<file path="config.mk">
export PLATFORM = sky130hd
export DESIGN_NAME = dmem_arbiter
export DESIGN_NICKNAME = d
export VERILOG_FILES = /design/src/rtl/dmem_pkg.sv /design/src/rtl/arb_starve_cnt.sv /design/src/rtl/dmem_arbiter.sv
export SDC_FILE = /design/constraint.sdc
export NUM_CORES = 1
export LEC_CHECK = 0
export BUFFER_PORTS_ARGS = -buffer_cell sky130_fd_sc_hd__buf_4
export CORE_AREA = 2 2 105 107
export DETAILED_ROUTE_END_ITERATION = 10
export DIE_AREA = 0 0 107 109
export GPL_TIMING_DRIVEN = 0
export PLACE_DENSITY = 0.57
export SYNTH_ARGS = -nofsm -noshare
export SYNTH_HDL_FRONTEND = slang
export SYNTH_SLANG_ARGS = --single-unit
</file>
<file path="constraint.sdc">
create_clock -name clk -period 1.3 [get_ports clk]
set_input_delay 0.13 -clock clk [delete_from_list [all_inputs] [get_ports clk]]
set_output_delay 0.13 -clock clk [all_outputs]
set_load 0.03 [all_outputs]
</file>
<file path="src/rtl/dmem_pkg.sv">
// Shared definitions for the data-memory arbiter: word width, starvation
// counter width and the encoding of the previous cycle's access.
package dmem_pkg;

  localparam int WORD_W = 32;
  localparam int CNT_W  = 4;

  // Kind of access granted on the previous cycle; decides who owns m_rdata now.
  typedef enum logic [1:0] {
    IDLE = 2'd0,
    RD_A = 2'd1,
    RD_B = 2'd2
  } arb_state_t;

endpackage

</file>
<file path="src/rtl/arb_starve_cnt.sv">
// Starvation guard for the display port: counts consecutive cycles in which
// port B requests but is refused, saturating at the counter maximum, and
// raises force_b once the count reaches STARVE_MAX.
module arb_starve_cnt
  import dmem_pkg::*;
#(
  parameter int STARVE_MAX = 4
)
(
  input  logic clk,
  input  logic reset,
  input  logic b_req,
  input  logic b_gnt,
  output logic force_b
);

  logic [CNT_W-1:0] cnt;

  // Count refused B cycles; any B grant or idle B port restarts the count.
  // NOTE: clocked state uses non-blocking (<=) so every register samples pre-edge values.
  always_ff @(posedge clk or negedge reset) begin
    if (!reset) begin
      cnt <= '0;
    end else if (!b_req || b_gnt) begin
      cnt <= '0;
    end else if (cnt != {CNT_W{1'b1}}) begin
      cnt <= cnt + 1'b1;
    end
  end

  assign force_b = (cnt >= CNT_W'(STARVE_MAX));

endmodule

</file>
<file path="src/rtl/dmem_arbiter.sv">
// Two-port data-memory arbiter: core port A (read/write) and display port B
// (read-only) share one single-cycle memory. A has priority; with the macro
// DMEM_ARB_STARVE_EN defined, B is forced through after STARVE_MAX refused
// cycles. Read data returns exactly one cycle after the grant.
module dmem_arbiter
  import dmem_pkg::*;
#(
  parameter int STARVE_MAX = 4
)
(
  input  logic              clk,
  input  logic              reset,
  input  logic              a_req,
  input  logic              a_we,
  input  logic [WORD_W-1:0] a_addr,
  input  logic [WORD_W-1:0] a_wdata,
  output logic              a_gnt,
  output logic              a_rvalid,
  output logic [WORD_W-1:0] a_rdata,
  input  logic              b_req,
  input  logic [WORD_W-1:0] b_addr,
  output logic              b_gnt,
  output logic              b_rvalid,
  output logic [WORD_W-1:0] b_rdata,
  output logic              m_en,
  output logic              m_we,
  output logic [WORD_W-1:0] m_addr,
  output logic [WORD_W-1:0] m_wdata,
  input  logic [WORD_W-1:0] m_rdata
);

  arb_state_t state;
  arb_state_t state_next;
  logic       force_b;
  logic       b_wins;

  // The memory works on word addresses; the byte-offset bits are dropped.
  logic [3:0] addr_lsb_unused;
  assign addr_lsb_unused = {a_addr[1:0], b_addr[1:0]};

`ifdef DMEM_ARB_STARVE_EN
  arb_starve_cnt #(
    .STARVE_MAX (STARVE_MAX)
  ) u_starve_cnt (
    .clk     (clk),
    .reset   (reset),
    .b_req   (b_req),
    .b_gnt   (b_gnt),
    .force_b (force_b)
  );
`else
  // Strict A-first priority: the threshold has no effect in this build.
  logic [CNT_W-1:0] starve_max_unused;
  assign starve_max_unused = CNT_W'(STARVE_MAX);
  assign force_b           = 1'b0;
`endif

  // Register the kind of access granted this cycle.
  // NOTE: the async reset is in the sensitivity list so state clears without a clock.
  always_ff @(posedge clk or negedge reset) begin
    if (!reset) begin
      state <= IDLE;
    end else begin
      state <= state_next;
    end
  end

  // Grant selection, memory request muxing and read-data return steering.
  // NOTE: every output gets a default first so no path can infer a latch.
  always_comb begin
    b_wins     = 1'b0;
    a_gnt      = 1'b0;
    b_gnt      = 1'b0;
    m_en       = 1'b0;
    m_we       = 1'b0;
    m_addr     = '0;
    m_wdata    = '0;
    a_rvalid   = 1'b0;
    a_rdata    = '0;
    b_rvalid   = 1'b0;
    b_rdata    = '0;
    state_next = IDLE;

    // Holding reset silences every output at once, including in-flight reads.
    if (reset) begin
      b_wins = b_req && (!a_req || force_b);
      a_gnt  = a_req && !b_wins;
      b_gnt  = b_wins;

      if (a_gnt) begin
        m_en    = 1'b1;
        m_we    = a_we;
        m_addr  = {a_addr[WORD_W-1:2], 2'b00};
        m_wdata = a_wdata;
      end else if (b_gnt) begin
        m_en    = 1'b1;
        m_addr  = {b_addr[WORD_W-1:2], 2'b00};
      end

      unique case (state)
        RD_A: begin
          a_rvalid = 1'b1;
          a_rdata  = m_rdata;
        end
        RD_B: begin
          b_rvalid = 1'b1;
          b_rdata  = m_rdata;
        end
        default: ;
      endcase

      if (a_gnt && !a_we) begin
        state_next = RD_A;
      end else if (b_gnt) begin
        state_next = RD_B;
      end
    end
  end

endmodule

</file>
==> run_results.csv, run 1 <==
group,metric,value,unit
drt,first_iter_violations,78,
worst_setup_path,cp.arrival,1.30,ns
clocking,h-tree-depth,1,
logic_synthesis,ys_types,17,
worst_setup_path,crit_path_cell_trace,"nand2b_4 -> buf_8 -> nor2_2 -> buf_6",
final_layout,layout-drive-gt1-share,72.15,%
worst_setup_path,path_class,"flip-flop to output port",
worst_setup_path,worst_setup_path_end_kind,"output port",
clocking,cts.clk_slew.worst_paths,0.03,ns
timing,setup_slack,-0.1339,ns
drt,wl,9215,um
floorplanning,start_util,10.93,%
logic_synthesis,synth_commonest_cells,"64 x nor2_1, 33 x and3_1, 30 x nand2_1",
drt,drc_errors,0,
worst_setup_path,critPathMaxStageDelay,0.43,ns
final_layout,area_growth_syn_to_layout,240.8,%
worst_setup_path,cp-start-kind,"flip-flop",
drt,vias,2596,
timing,min_period_over_period,110.3,%
worst_setup_path,crit_slowest_cell,"dfrtp_2",
timing,whs,0.07953,ns
drt,post_drt_wl_per_cell,15.01,um
outcome,status,"finished, violations left",
placement,pre_cts_ws,-0.2078,ns
final_layout,largest_reg_flops,2,
power,powerDensity,391.8,nW/um^2
grt,antenna_found_initial,0,
final_layout,final_area,3949,um^2
floorplanning,io_pins,267,
timing,rsz0062_at_grt,"yes",
logic_synthesis,yosys.area.top_type,"a32o_1",
logic_synthesis,synth_top_area_share,25.05,%
logic_synthesis,synth_cells,201,
logic_synthesis,yosysSeqAreaShare,4.320,%
clocking,root_buffer,"clkbuf_8",
clocking,clock-sinks,2,
logic_synthesis,yosysMostFrequentCell,"nor2_1",
placement,gp_congestion,0.7203,
logic_synthesis,ys_ff_latch,2,
floorplanning,die_h,109,um
timing,setup_viol,65,
worst_setup_path,critPathBufInv,2,
logic_synthesis,synth_edf_count,0,
final_layout,fin_util,37.24,%
placement,dp_hpwl,7333,um
floorplanning,dieArea,11660,um^2
timing,finalHoldViolCount,0,
timing,fin_setup_tns,-6.711,ns
final_layout,top_register,"state",
flow_run,drv_cap,0,
logic_synthesis,syn_area,1159,um^2
power,p_leak,2.065,nW
clocking,cts_max_path_buffers,2,
floorplanning,num_rows,38,
clocking,cts-buffers-inserted,3,
final_layout,n_antenna_cell,0,
worst_setup_path,cp_top_family,"flip-flops",
drt,detail-route-antenna-nets,0,
final_layout,top_regs,"state: 2 flops",
final_layout,layout.nets,609,
outcome,violations,"negative setup slack",
power,irDropWorstVdd,0.3088,mV
logic_synthesis,avgSynthCellArea,5.764,um^2
logic_synthesis,synthTopCellsByArea,"a32o_1 25%, nor2_1 21%, and3_1 18%",
worst_setup_path,required,1.17,ns
drt,firstDrtPassIters,4,
min_path,min_path_type,"input port to flip-flop",
floorplanning,coreArea,10600,um^2
timing,period_needed,1.434,ns
timing,fmax,697.4,MHz
placement,place_area,3297,um^2
grt,grt_pass1_vias,2419,
clocking,cts_tree,"done",
logic_synthesis,async_flop_share,100.0,%
grt,grt_start_max_net_pins,11,
grt,grt_usage,12.94,%
grt,grt.overflow.total,0,
drt,via_per_inst,4.228,
placement,portBuffers,260,
timing,slew_viol_final,0,
floorplanning,die_x,107,um
final_layout,nFillCells,1089,
worst_setup_path,crit_fanout,7,
logic_synthesis,ys.flop_type,"dfrtp_1",
logic_synthesis,yosysWarnings,0,
grt,grt_pass1_wl,12240,um
## logic make-up (layout without fill, tap and decap cells)
kind of cell | Yosys count | count (layout) | share of synthesized area (%)
buf+inv | 29 | 301 | 13.82
other cells | 1 | 2 | 0.3237
simple gates | 139 | 139 | 55.51
compound gates | 30 | 30 | 26.03
flops | 2 | 2 | 4.320
## final cells by class
class                   count  area [um^2]  share of cell area, %
repair buffers            269         2240                  56.72
multi-input cells         171         1182                  29.94
plain buffers              28        254.0                  6.432
well taps                 140        175.2                  4.436
flip-flops and latches      2        52.55                  1.331
clock buffers               3        41.29                  1.046
inverters                   1        3.754                0.09506
## per-layer routing
metal	global-route usage (%)	wire length, um
met4	0.2783	0
met3	3.825	863
met2	25.89	5089
met1	14.14	3263
met5	0	0
## worst paths after layout
path                           from    endpoint  slack, ns  cells after the start
max                        state[1]  a_rdata[2]      -0.13                      4
min                            a_we    state[0]       0.08                      2
max in group asynchronous     reset    state[1]       0.80                      2
min in group asynchronous     reset    state[0]       0.35                      2
## timing repair
item	CTS	global route
hold endpoints to repair	2	0
endpoints found under the setup margin	61	77
resized for setup	69	69
gates cloned	1	3
pin swaps	13	0
hold buffers	1	0
buffers inserted	2	2
## metrics by stage
step                cells  total power (W)
floorplan             202        0.0006015
global placement      602         0.001169
detailed placement    602         0.001181
CTS                   609         0.001492
global route          614         0.001635
finish                614         0.001547
## power by group
part | internal, W | switching [W] | total [W]
Combinational | 0.000595 | 0.000645 | 0.00124
Sequential | 0.0000657 | 0.00000363 | 0.0000693
Clock | 0.000195 | 0.0000432 | 0.000238
Total | 0.000856 | 0.000691 | 0.00155
## layout by cell type (no fill, tap or decap), types with 9 or more instances in the layout
| cell | instances |
|---|---|
| buf_6 | 53 |
| clkbuf_1 | 9 |
| nor2_1 | 22 |
| nor2_2 | 20 |
| nand2_1 | 30 |
| a32o_1 | 29 |
| buf_4 | 221 |
| nor2_4 | 22 |
| and3_1 | 33 |
Note: power is estimated with default switching activity, not from simulation.
==> run 2: changes to the inputs <==
--- a/config.mk
+++ b/config.mk
@@ -11,6 +11,7 @@
 export DIE_AREA = 0 0 107 109
 export GPL_TIMING_DRIVEN = 0
 export PLACE_DENSITY = 0.57
+export RECOVER_POWER = 50
 export SYNTH_ARGS = -nofsm -noshare
 export SYNTH_HDL_FRONTEND = slang
 export SYNTH_SLANG_ARGS = --single-unit
==> run_results.csv, run 2 (synthesis results as in run 1) <==
group,metric,value,unit
outcome,status,"finished, violations left",
outcome,violations,"negative setup slack",
worst_setup_path,critPathMaxStageDelay,0.43,ns
placement,dpl.cell_count,602,
clocking,cts-buffers-inserted,3,
drt,wl,9236,um
placement,gp_congestion,0.7203,
placement,place_area,3297,um^2
power,irDropWorstVdd,0.3089,mV
power,powerDensity,393.6,nW/um^2
final_layout,layout_commonest_cell,"buf_4",
placement,pre_cts_ws,-0.2078,ns
drt,drc_errors,0,
final_layout,layout-drive-gt1-share,71.52,%
drt,detail-route-antenna-nets,0,
final_layout,largest_reg_flops,2,
timing,min_period_over_period,110.3,%
timing,slew_viol_final,0,
worst_setup_path,required,1.17,ns
worst_setup_path,critPathBufInv,2,
final_layout,area_growth_syn_to_layout,234.2,%
timing,period_needed,1.434,ns
worst_setup_path,path_class,"flip-flop to output port",
worst_setup_path,cp_top_family,"flip-flops",
drt,vias,2620,
timing,fmax,697.1,MHz
floorplanning,start_util,10.93,%
timing,finalHoldViolCount,0,
grt,grt_pass1_wl,12240,um
floorplanning,die_h,109,um
final_layout,nFillCells,1106,
timing,setup_viol,65,
floorplanning,die_x,107,um
clocking,h-tree-depth,1,
clocking,cts_tree,"done",
placement,portBuffers,260,
final_layout,top_register,"state",
timing,rsz0062_at_grt,"yes",
grt,grt_start_max_net_pins,11,
drt,post_drt_wl_per_cell,15.04,um
floorplanning,io_pins,267,
floorplanning,dieArea,11660,um^2
power,p_leak,2.033,nW
grt,grt.overflow.total,0,
drt,firstDrtPassIters,4,
grt,grt_usage,12.94,%
worst_setup_path,crit_slowest_cell,"dfrtp_2",
final_layout,layout.nets,609,
clocking,cts_max_path_buffers,2,
power,p_total,0.001524,W
final_layout,final_area,3872,um^2
clocking,cts.clk_slew.worst_paths,0.03,ns
worst_setup_path,cp-start-kind,"flip-flop",
worst_setup_path,crit_fanout,7,
final_layout,multi_input_area,1182,um^2
drt,via_per_inst,4.267,
grt,grt_pass1_vias,2419,
worst_setup_path,crit_path_cell_trace,"nand2b_4 -> clkbuf_16 -> nor2_2 -> buf_6",
timing,whs,0.08232,ns
final_layout,n_antenna_cell,0,
clocking,root_buffer,"clkbuf_8",
timing,setup_slack,-0.1344,ns
final_layout,final_cell_mix,"192 x buf_4, 53 x buf_6, 33 x and3_1, 30 x nand2_1, 29 x a32o_1",
drt,first_iter_violations,108,
min_path,min_path_type,"input port to flip-flop",
grt,antenna_found_initial,0,
final_layout,top_regs,"state: 2 flops",
placement,dp_hpwl,7333,um
worst_setup_path,cp.arrival,1.30,ns
final_layout,finalNonFillerCells,614,
final_layout,register_area,52.55,um^2
floorplanning,coreArea,10600,um^2
flow_run,drv_cap,0,
floorplanning,num_rows,38,
clocking,clock-sinks,2,
worst_setup_path,worst_setup_path_end_kind,"output port",
[run 2: cell types whose count changed in the layout (fill, tap and decap cells not counted)]
cell	before	now
buf_4	221	192
clkbuf_2	0	26
clkbuf_1	9	12
[run 2: power by group]
part | internal (W) | switching, W
combinational | 0.000573 | 0.000644
sequential | 0.0000657 | 0.00000375
clock | 0.000195 | 0.0000427
total | 0.000834 | 0.000691
[run 2: what timing repair did]
action,in CTS,in global routing
hold buffers,1,0
hold endpoints to repair,2,0
pin swaps,13,0
setup endpoints to repair,61,77
setup buffers,2,2
resized for setup,69,69
gates cloned,1,3
[run 2: through the flow]
stage	utilization, %	TNS [ns]
floorplan	-	-0.8406
global placement	31.10	-6.760
detailed placement	31.10	-8.652
CTS	34.26	-5.771
global route	36.52	-10.00
finish	36.52	-6.774
[run 2: final cells by class]
cell class | count | area share [%]
multi-input combinational | 171 | 30.53
timing repair buffer | 269 | 55.86
clock buffer | 3 | 1.066
buffer | 28 | 6.559
tap | 140 | 4.523
inverter | 1 | 0.09693
sequential | 2 | 1.357
[run 2: final timing paths]
path,startpoint,to,slack [ns],depth (start not counted)
max,state[1],a_rdata[11],-0.13,4
min,a_we,state[0],0.08,2
max in group asynchronous,reset,state[1],0.80,2
min in group asynchronous,reset,state[0],0.35,2
[run 2: metal layers]
layer	track usage, %	vias up	share of wire (%)
met5	0	-	0
met2	25.89	157	55
li1	-	1252	-
met4	0.2783	0	0
met3	3.825	0	9.1
met1	14.14	1211	36
==> run 3: changes to the inputs <==
--- a/config.mk
+++ b/config.mk
@@ -6,11 +6,12 @@
 export NUM_CORES = 1
 export LEC_CHECK = 0
 export BUFFER_PORTS_ARGS = -buffer_cell sky130_fd_sc_hd__buf_4
-export CORE_AREA = 2 2 105 107
+export CORE_AREA = 2 2 103 105
+export CTS_BUF_LIST = sky130_fd_sc_hd__clkbuf_8
 export DETAILED_ROUTE_END_ITERATION = 10
-export DIE_AREA = 0 0 107 109
+export DIE_AREA = 0 0 105 107
 export GPL_TIMING_DRIVEN = 0
-export PLACE_DENSITY = 0.57
+export PLACE_DENSITY = 0.58
 export RECOVER_POWER = 50
 export SYNTH_ARGS = -nofsm -noshare
 export SYNTH_HDL_FRONTEND = slang
==> run_results.csv, run 3 (synthesis results as in run 1) <==
group,metric,value,unit
drt,wl_met2,4584,um
min_path,min_path_type,"input port to flip-flop",
floorplanning,dieArea,11240,um^2
final_layout,layout-drive-gt1-share,67.45,%
clocking,cts_tree,"done",
power,internal_power,0.0008003,W
power,powerDensity,408.8,nW/um^2
drt,post_drt_wl_per_cell,14.41,um
timing,finalHoldViolCount,0,
grt,grt_pass1_wl,12410,um
timing,setup_slack,-0.1231,ns
drt,m1WireLength,3213,um
worst_setup_path,crit_fanout,10,
floorplanning,io_pins,267,
grt,grt_start_max_net_pins,11,
placement,dpl.cell_count,598,
final_layout,finalNonFillerCells,603,
grt,grt.overflow.total,0,
floorplanning,die_x,105,um
worst_setup_path,cp-start-kind,"flip-flop",
final_layout,top_regs,"state: 2 flops",
worst_setup_path,required,1.17,ns
outcome,status,"finished, violations left",
final_layout,largest_reg_flops,2,
placement,dp_hpwl,7190,um
power,clock_power_share,16.3,%
final_layout,n_antenna_cell,0,
power,irDropWorstVdd,0.4736,mV
floorplanning,die_h,107,um
final_layout,register_area,52.55,um^2
power,p_total,0.001457,W
drt,wl,8688,um
final_layout,fin_util,35.32,%
final_layout,layout.nets,602,
worst_setup_path,cp.arrival,1.29,ns
final_layout,multi_input_area,1075,um^2
power,p_leak,1.951,nW
clocking,clock-sinks,2,
timing,min_period_over_period,109.5,%
power,power.switching,0.0006569,W
drt,detail-route-antenna-nets,0,
outcome,violations,"negative setup slack",
timing,rsz0062_at_grt,"yes",
clocking,cts.clk_slew.worst_paths,0.03,ns
flow_run,drv_cap,0,
min_path,hold_start,"a_we",
final_layout,final_cell_mix,"212 x buf_4, 39 x nor2_1, 33 x and3_1, 30 x nand2_1",
worst_setup_path,worst_setup_path_end_kind,"output port",
grt,antenna_found_initial,0,
grt,grt_pass1_vias,2485,
timing,slew_viol_final,0,
drt,first_iter_violations,105,
placement,portBuffers,260,
drt,drc_errors,0,
clocking,h-tree-depth,1,
drt,vias,2555,
power,combPwrFrac,78.9,%
final_layout,nFillCells,1032,
drt,firstDrtPassIters,4,
floorplanning,start_util,11.48,%
power,sequentialPowerShare,4.8,%
clocking,cts_max_path_buffers,2,
worst_setup_path,startpoint,"state[0]",
min_path,hold_depth,2,
drt,via_per_inst,4.237,
final_layout,top_register,"state",
timing,whs,0.09102,ns
clocking,cts-buffers-inserted,3,
placement,gp_congestion,0.7725,
timing,period_needed,1.423,ns
timing,setup_viol,72,
final_layout,layout_commonest_cell,"buf_4",
final_layout,area_growth_syn_to_layout,207.7,%
floorplanning,coreArea,10090,um^2
worst_setup_path,path_class,"flip-flop to output port",
drt,top_layer_used,"met4",
timing,fin_setup_tns,-5.823,ns
grt,grt_usage,13.38,%
power,swShare,45.08,%
timing,fmax,702.7,MHz
clocking,root_buffer,"clkbuf_8",
floorplanning,num_rows,37,
drt,wl_met3,830,um
run 3: cell types whose count changed in the layout (fill, tap and decap cells not counted), moves of 2 or more:
| cell | change |
|---|---|
| buf_6 | -24 |
| buf_4 | +20 |
| nor2_1 | +17 |
| nor2_4 | -13 |
| nor2_2 | -4 |
| clkbuf_16 | -3 |
| buf_8 | -2 |
| clkbuf_8 | +2 |
run 3: worst max-delay path, cell delays in order (launching register included):
cell and delay (ns):
dfrtp_2 0.43, nand2b_4 0.19, clkbuf_16 0.18, nor2_1 0.11, buf_4 0.17
run 3: layout make-up:
type                            instances  area share [%]
Buffer                                 28           6.599
Clock buffer                            3           1.158
Inverter                                1          0.1053
Multi-Input combinational cell        171           30.15
Sequential cell                         2           1.474
Tap cell                              136           4.774
Timing Repair Buffer                  262           55.74
run 3: stage by stage:
stage / setup WS (ns) / instance area (um^2)
final: -0.1231 / 3565
after floorplan: -0.01805 / 1170
after global placement: -0.1467 / 3292
after detailed placement: -0.1564 / 3292
after CTS: -0.1078 / 3518
after global routing: -0.1843 / 3565
run 3: worst paths after layout:
| kind | end | slack [ns] |
|---|---|---|
| max | b_rdata[20] | -0.12 |
| min | state[0] | 0.09 |
| max in group asynchronous | state[1] | 0.83 |
| min in group asynchronous | state[0] | 0.33 |
run 3: per-layer routing:
| layer | track usage [%] | vias to the layer above |
|---|---|---|
| met4 | 0.5714 | 0 |
| met3 | 3.283 | 6 |
| met5 | 0 | - |
| met2 | 27.27 | 177 |
| met1 | 14.46 | 1133 |
| li1 | - | 1239 |
run 3: power groups by stage:
stage / sequential, W / clock (W) / combinational (W)
floorplan: 0.0000673 / 0 / 0.000534
global placement: 0.0000691 / 0 / 0.00110
detailed placement: 0.0000695 / 0 / 0.00111
CTS: 0.0000702 / 0.000248 / 0.00115
global route: 0.0000706 / 0.000258 / 0.00122
finish: 0.0000703 / 0.000238 / 0.00115
run 3: repair_timing:
action | in CTS | in global routing
setup endpoints to repair | 64 | 74
hold endpoints to repair | 2 | 0
resized for setup | 46 | 37
hold buffers | 1 | 0
buffers inserted | 1 | 0
